<file path="config.mk">
export PLATFORM = sky130hd
export DESIGN_NAME = dds_sweep
export DESIGN_NICKNAME = d
export VERILOG_FILES = /design/src/rtl/dds_sweep.sv
export SDC_FILE = /design/constraint.sdc
export NUM_CORES = 1
export LEC_CHECK = 0
export ABC_AREA = 1
export CORE_MARGIN = 3
export CORE_UTILIZATION = 60
export DETAILED_ROUTE_END_ITERATION = 10
export DONT_BUFFER_PORTS = 1
export MAX_ROUTING_LAYER = met4
export PLACE_DENSITY = 0.76
export SYNTH_ARGS = -nofsm -noshare
export SYNTH_HDL_FRONTEND = slang
export SYNTH_SLANG_ARGS = --single-unit
export TNS_END_PERCENT = 10
</file>
<file path="constraint.sdc">
create_clock -name Clock -period 8.2 [get_ports Clock]
set_input_delay 0.82 -clock Clock [delete_from_list [all_inputs] [get_ports Clock]]
set_output_delay 0.82 -clock Clock [all_outputs]
set_load 0.01 [all_outputs]
</file>
<file path="src/rtl/dds_sweep.sv">
// Frequency-sweep controller for the DDS tuning word: steps linearly between a
// start and stop word, dwelling either a number of clocks or DDS output periods.
module dds_sweep #(
  parameter int DWELL_WIDTH = 16
) (
  input  logic                   Clock,
  input  logic                   Reset,
  input  logic                   Start_i,
  input  logic                   Abort_i,
  input  logic [1:0]             Mode_i,
  input  logic [7:0]             StartWord_i,
  input  logic [7:0]             StopWord_i,
  input  logic [7:0]             Step_i,
  input  logic [DWELL_WIDTH-1:0] Dwell_i,
  input  logic                   CountPeriods_i,
  input  logic                   Overflow_i,
  output logic [7:0]             TuningWord_o,
  output logic                   Busy_o,
  output logic                   Done_o,
  output logic                   Direction_o
);

  typedef enum logic [1:0] {IDLE, DWELL, DONE} state_t;
  typedef enum logic [1:0] {
    MODE_SINGLE = 2'b00,
    MODE_SAW    = 2'b01,
    MODE_TRI    = 2'b10,
    MODE_RSVD   = 2'b11
  } mode_t;

  state_t                 r_state, w_state_nxt;
  mode_t                  r_mode, w_mode_nxt;
  logic [7:0]             r_start, w_start_nxt;
  logic [7:0]             r_stop, w_stop_nxt;
  logic [7:0]             r_step, w_step_nxt;
  logic [DWELL_WIDTH-1:0] r_dwell, w_dwell_nxt;
  logic                   r_periods, w_periods_nxt;
  logic [DWELL_WIDTH-1:0] r_cnt, w_cnt_nxt;
  logic [7:0]             r_word, w_word_nxt;
  logic                   r_busy, w_busy_nxt;
  logic                   r_done, w_done_nxt;
  logic                   r_dir, w_dir_nxt;

  logic [DWELL_WIDTH-1:0] w_dwell_eff;
  logic                   w_advance;
  logic                   w_expire;
  logic [8:0]             w_up;
  logic [8:0]             w_dn;
  logic                   w_up_ok;
  logic                   w_dn_ok;

  // A programmed dwell of zero behaves as one.
  assign w_dwell_eff = (r_dwell == '0) ? DWELL_WIDTH'(1) : r_dwell;
  assign w_advance   = r_periods ? Overflow_i : 1'b1;
  assign w_expire    = w_advance && (r_cnt == w_dwell_eff - DWELL_WIDTH'(1));

  // Nine-bit sums expose the carry/borrow so an overshoot never wraps around.
  assign w_up    = {1'b0, r_word} + {1'b0, r_step};
  assign w_dn    = {1'b0, r_word} - {1'b0, r_step};
  assign w_up_ok = (w_up <= {1'b0, r_stop});
  assign w_dn_ok = !w_dn[8] && (w_dn[7:0] >= r_start);

  // NOTE: state registers use non-blocking assignments so every register
  // samples the values from before the edge, regardless of statement order.
  always_ff @(posedge Clock or negedge Reset) begin
    if (!Reset) begin
      r_state   <= IDLE;
      r_mode    <= MODE_SINGLE;
      r_start   <= '0;
      r_stop    <= '0;
      r_step    <= '0;
      r_dwell   <= '0;
      r_periods <= 1'b0;
      r_cnt     <= '0;
      r_word    <= '0;
      r_busy    <= 1'b0;
      r_done    <= 1'b0;
      r_dir     <= 1'b0;
    end else begin
      r_state   <= w_state_nxt;
      r_mode    <= w_mode_nxt;
      r_start   <= w_start_nxt;
      r_stop    <= w_stop_nxt;
      r_step    <= w_step_nxt;
      r_dwell   <= w_dwell_nxt;
      r_periods <= w_periods_nxt;
      r_cnt     <= w_cnt_nxt;
      r_word    <= w_word_nxt;
      r_busy    <= w_busy_nxt;
      r_done    <= w_done_nxt;
      r_dir     <= w_dir_nxt;
    end
  end

  always_comb begin
    // NOTE: every next value defaults to "hold" before any branch, so no path
    // leaves a signal unassigned and no latch is inferred.
    w_state_nxt   = r_state;
    w_mode_nxt    = r_mode;
    w_start_nxt   = r_start;
    w_stop_nxt    = r_stop;
    w_step_nxt    = r_step;
    w_dwell_nxt   = r_dwell;
    w_periods_nxt = r_periods;
    w_cnt_nxt     = r_cnt;
    w_word_nxt    = r_word;
    w_busy_nxt    = r_busy;
    w_done_nxt    = 1'b0;
    w_dir_nxt     = r_dir;

    if (Abort_i) begin
      w_state_nxt = IDLE;
      w_word_nxt  = '0;
      w_busy_nxt  = 1'b0;
      w_dir_nxt   = 1'b0;
      w_cnt_nxt   = '0;
    end else begin
      unique case (r_state)
        IDLE: begin
          if (Start_i) begin
            w_mode_nxt    = mode_t'(Mode_i);
            w_start_nxt   = StartWord_i;
            w_stop_nxt    = StopWord_i;
            w_step_nxt    = Step_i;
            w_dwell_nxt   = Dwell_i;
            w_periods_nxt = CountPeriods_i;
            w_word_nxt    = StartWord_i;
            w_dir_nxt     = 1'b0;
            w_cnt_nxt     = '0;
            if (Step_i == 8'd0 || StartWord_i > StopWord_i) begin
              w_state_nxt = DONE;
              w_done_nxt  = 1'b1;
            end else begin
              w_state_nxt = DWELL;
              w_busy_nxt  = 1'b1;
            end
          end
        end
        DWELL: begin
          if (w_expire) begin
            w_cnt_nxt = '0;
            if (!r_dir) begin
              if (w_up_ok) begin
                w_word_nxt = w_up[7:0];
              end else begin
                unique case (r_mode)
                  MODE_SAW: w_word_nxt = r_start;
                  MODE_TRI: begin
                    w_dir_nxt = 1'b1;
                    if (w_dn_ok) w_word_nxt = w_dn[7:0];
                  end
                  default: begin
                    w_state_nxt = DONE;
                    w_busy_nxt  = 1'b0;
                    w_done_nxt  = 1'b1;
                  end
                endcase
              end
            end else begin
              if (w_dn_ok) begin
                w_word_nxt = w_dn[7:0];
              end else begin
                w_dir_nxt = 1'b0;
                if (w_up_ok) w_word_nxt = w_up[7:0];
              end
            end
          end else if (w_advance) begin
            w_cnt_nxt = r_cnt + DWELL_WIDTH'(1);
          end
        end
        DONE: w_state_nxt = IDLE;
        default: w_state_nxt = IDLE;
      endcase
    end
  end

  assign TuningWord_o = r_word;
  assign Busy_o       = r_busy;
  assign Done_o       = r_done;
  assign Direction_o  = r_dir;

endmodule

</file>
==> metrics.cfg <==
[yosys]
synth_top_area_frac = 0.324
synth_cell_types = 38
synthFlopType = dfrtp_1
synthCells = 789
yosys.area.top_type = dfrtp_1
synthesis.area_um2 = 5560
synthTopCellsByCount = 179 x nand2_1, 124 x inv_1, 80 x nor2_1
ys_ff_latch = 72
avgSynthCellArea_um2 = 7.05
synthMostInstantiatedCell = nand2_1
syn_nets = 882
yosys-top-cells-area = dfrtp_1 32%, nand2_1 12%, ha_1 9.7%
async_flop_share = 1.00
seq_area_frac_synth = 0.324
yosysWarnings = 0
synth_edf_count = 0

[sta]
worst_pin_slew_ps = 900
grt_setup_unrepaired = false
final_max_slew_viol_count = 0
post-route-period-util = 0.488
skew_ps = 19.8
fin_crit_ps = 4000
fmax_mhz = 250
relSlewSlack = 0.398
setup_violations = 0
hold_viol_final = 0
tns_ps = 0

[cts]
clk-insertion-delay-late_ps = 370
path_clk_slew_ps = 100
clockBufferDepth = 2
ctsHtreeMaxLevel = 3
root_buffer = clkbuf_8
clkSinkCount = 72
cts_tree = yes
cts-hold-fix-buffers = 0
cts_setup_buffers = 0
postCtsResizedCells = 0
cts-buffers-inserted = 9

[critical_path]
critPathMaxFanout = 13
r2r_setup_slack_ps = 4200
critPathMostFrequentCell = o21ai_0
start_kind = register
crit_path_top_delay_cell = dfrtp_1
cp_data_arrival_time_ps = 4250
criticalPathCategory = register to register
required_ps = 8450
path_cells = ha_1, inv_1, o21ai_0, nor2_1, o21ai_0, xor2_1, inv_1, ha_1, a21oi_1, o21a_1, nand3_1, nand2_1, o21ai_0, o21ai_0, nand3_1, inv_1, nor2_8, nand3_1, nand2_1
end_kind = register
critical-path-max-stage-delay_ps = 480

[pwr]
peakVddDrop_mv = 0.233
p_leak_nw = 2.95
power_mw = 2.58
powerDensity_nw_per_um2 = 445

[drt]
first_pass_iters = 6
drt-wirelength-per-cell_um = 16.5
drtIter0Drc = 427
drt-total-wl_mm = 14.8
drcViolationCount = 0
vias = 5195
ant_nets = 0
viasPerCell = 5.80

[layout]
area_growth_pct = 4.50
nFillCells = 805
drive_gt1_frac = 0.0596
postLayoutCoreUtil = 0.657
fin_nets = 876
diodes = 0

[grt]
grt_pass1_vias = 4839
grt_overflow = 0
grt_pass1_wl_mm = 23.6
grt.total_usage = 0.300
grtUsageMet2 = 0.434
busiest_layer = met2
grt_max_degree = 78
antenna_found_initial = 0
grt_use_met3 = 0.0710
grtUsageMet1 = 0.428

[floorplan]
design.die.area_um2 = 10500
initial_core_util = 0.628
rows = 34
ioPinCount = 59
die_w_um = 102
dieHeight_um = 102
core-area_um2 = 8850

[placed_design]
io_buffers = 0
dpl.hpwl_mm = 11.4
gp_congestion = 0.975

[run_status]
outcome = finished clean

[min_path]
hold_class = input pin to asynchronous set/reset pin

[job]
maxCapViolCount = 0

==> path summary, 6_finish.rpt <==
path / endpoint / start / depth (start not counted)
max: TuningWord_o[3]$_DFFE_PN0P_ / TuningWord_o[4]$_DFFE_PN0P_ / 19
min: TuningWord_o[4]$_DFFE_PN0P_ / Reset / 0
max reg2reg: TuningWord_o[3]$_DFFE_PN0P_ / TuningWord_o[4]$_DFFE_PN0P_ / 19
min reg2reg: r_stop[5]$_DFFE_PN0P_ / r_stop[5]$_DFFE_PN0P_ / 2
max in group asynchronous: r_dwell[13]$_DFFE_PN0P_ / Reset / 0
min in group Clock: r_stop[5]$_DFFE_PN0P_ / r_stop[5]$_DFFE_PN0P_ / 2
==> area by class of cell <==
cell class,count,area [um^2],area share
Clock inverter,7,60.1,0.0103
Timing Repair Buffer,1,7.51,0.00129
Multi-Input combinational cell,572,3200,0.551
Inverter,127,482,0.0829
Clock buffer,9,124,0.0213
Sequential cell,72,1800,0.310
Tap cell,108,135,0.0233
==> layout by cell type (no fill, tap or decap), types with 3 or more instances in the layout <==
cell type / count
o21bai_1: 3
nor4_1: 4
nand4_1: 21
nor2_2: 6
inv_1: 124
o21ai_0: 52
a31oi_1: 4
nor3_1: 9
o21ai_1: 4
inv_6: 4
nand3_1: 55
ha_1: 43
nor2_1: 80
clkbuf_8: 9
nand2_1: 178
xnor2_1: 6
nor2_4: 3
a21oi_1: 56
clkinvlp_4: 3
mux2_2: 9
xor2_1: 18
nand2_2: 5
dfrtp_1: 72
==> state kept, by name, indices dropped and copies added (netlist names) <==
| name | count |
|---|---|
| r_step | 8 |
| r_periods | 1 |
| r_mode | 2 |
| r_dwell | 16 |
| Direction_o | 1 |
| r_start | 8 |
| Busy_o | 1 |
| r_stop | 8 |
| r_state | 2 |
| r_cnt | 16 |
| TuningWord_o | 8 |
| Done_o | 1 |
==> power by group <==
part           internal [mW]  total (mW)  switching, mW  leakage, nW
Sequential             0.485       0.633          0.149        0.892
Combinational          0.573        1.67           1.10         1.98
Clock                  0.115       0.277          0.162       0.0848
Total                   1.17        2.58           1.41         2.95
==> through the flow <==
step | hold WS [ps] | area [um^2] | std cells | setup WS [ps]
3_5_place_dp | 482 | 5630 | 880 | 4300
5_1_grt | 117 | 5810 | 896 | 3880
6_report | 133 | 5810 | 896 | 4200
3_3_place_gp | 472 | 5630 | 880 | 4180
4_1_cts | 129 | 5810 | 896 | 4240
2_1_floorplan | 453 | 5560 | 789 | 5210
==> kinds of logic after synthesis <==
| family | after synthesis | synth area share |
|---|---|---|
| xor+xnor | 25 | 0.0419 |
| simple gates | 371 | 0.298 |
| flops | 72 | 0.324 |
| compound gates | 122 | 0.113 |
| buf+inv | 145 | 0.101 |
| fa+ha+maj | 45 | 0.104 |
| mux | 9 | 0.0182 |
==> layer usage <==
metal,vias up,share of wire,routed length (um)
li1,2538,-,-
met1,2401,0.47,6890
met2,236,0.43,6330
met3,20,0.094,1390
met4,0,0.014,200
met5,-,0,0
==> critical path: cells and delay by family, from the launching register on <==
family | cells | cell delay (ps)
AND/OR/NAND/NOR | 7 | 890
flip-flops | 1 | 480
XOR/XNOR | 1 | 370
buffers and inverters | 3 | 430
adder cells (fa/ha/maj) | 2 | 710
AO/OA/AOI/OAI | 6 | 990
No activity file was read; power rests on OpenSTA's default activity.
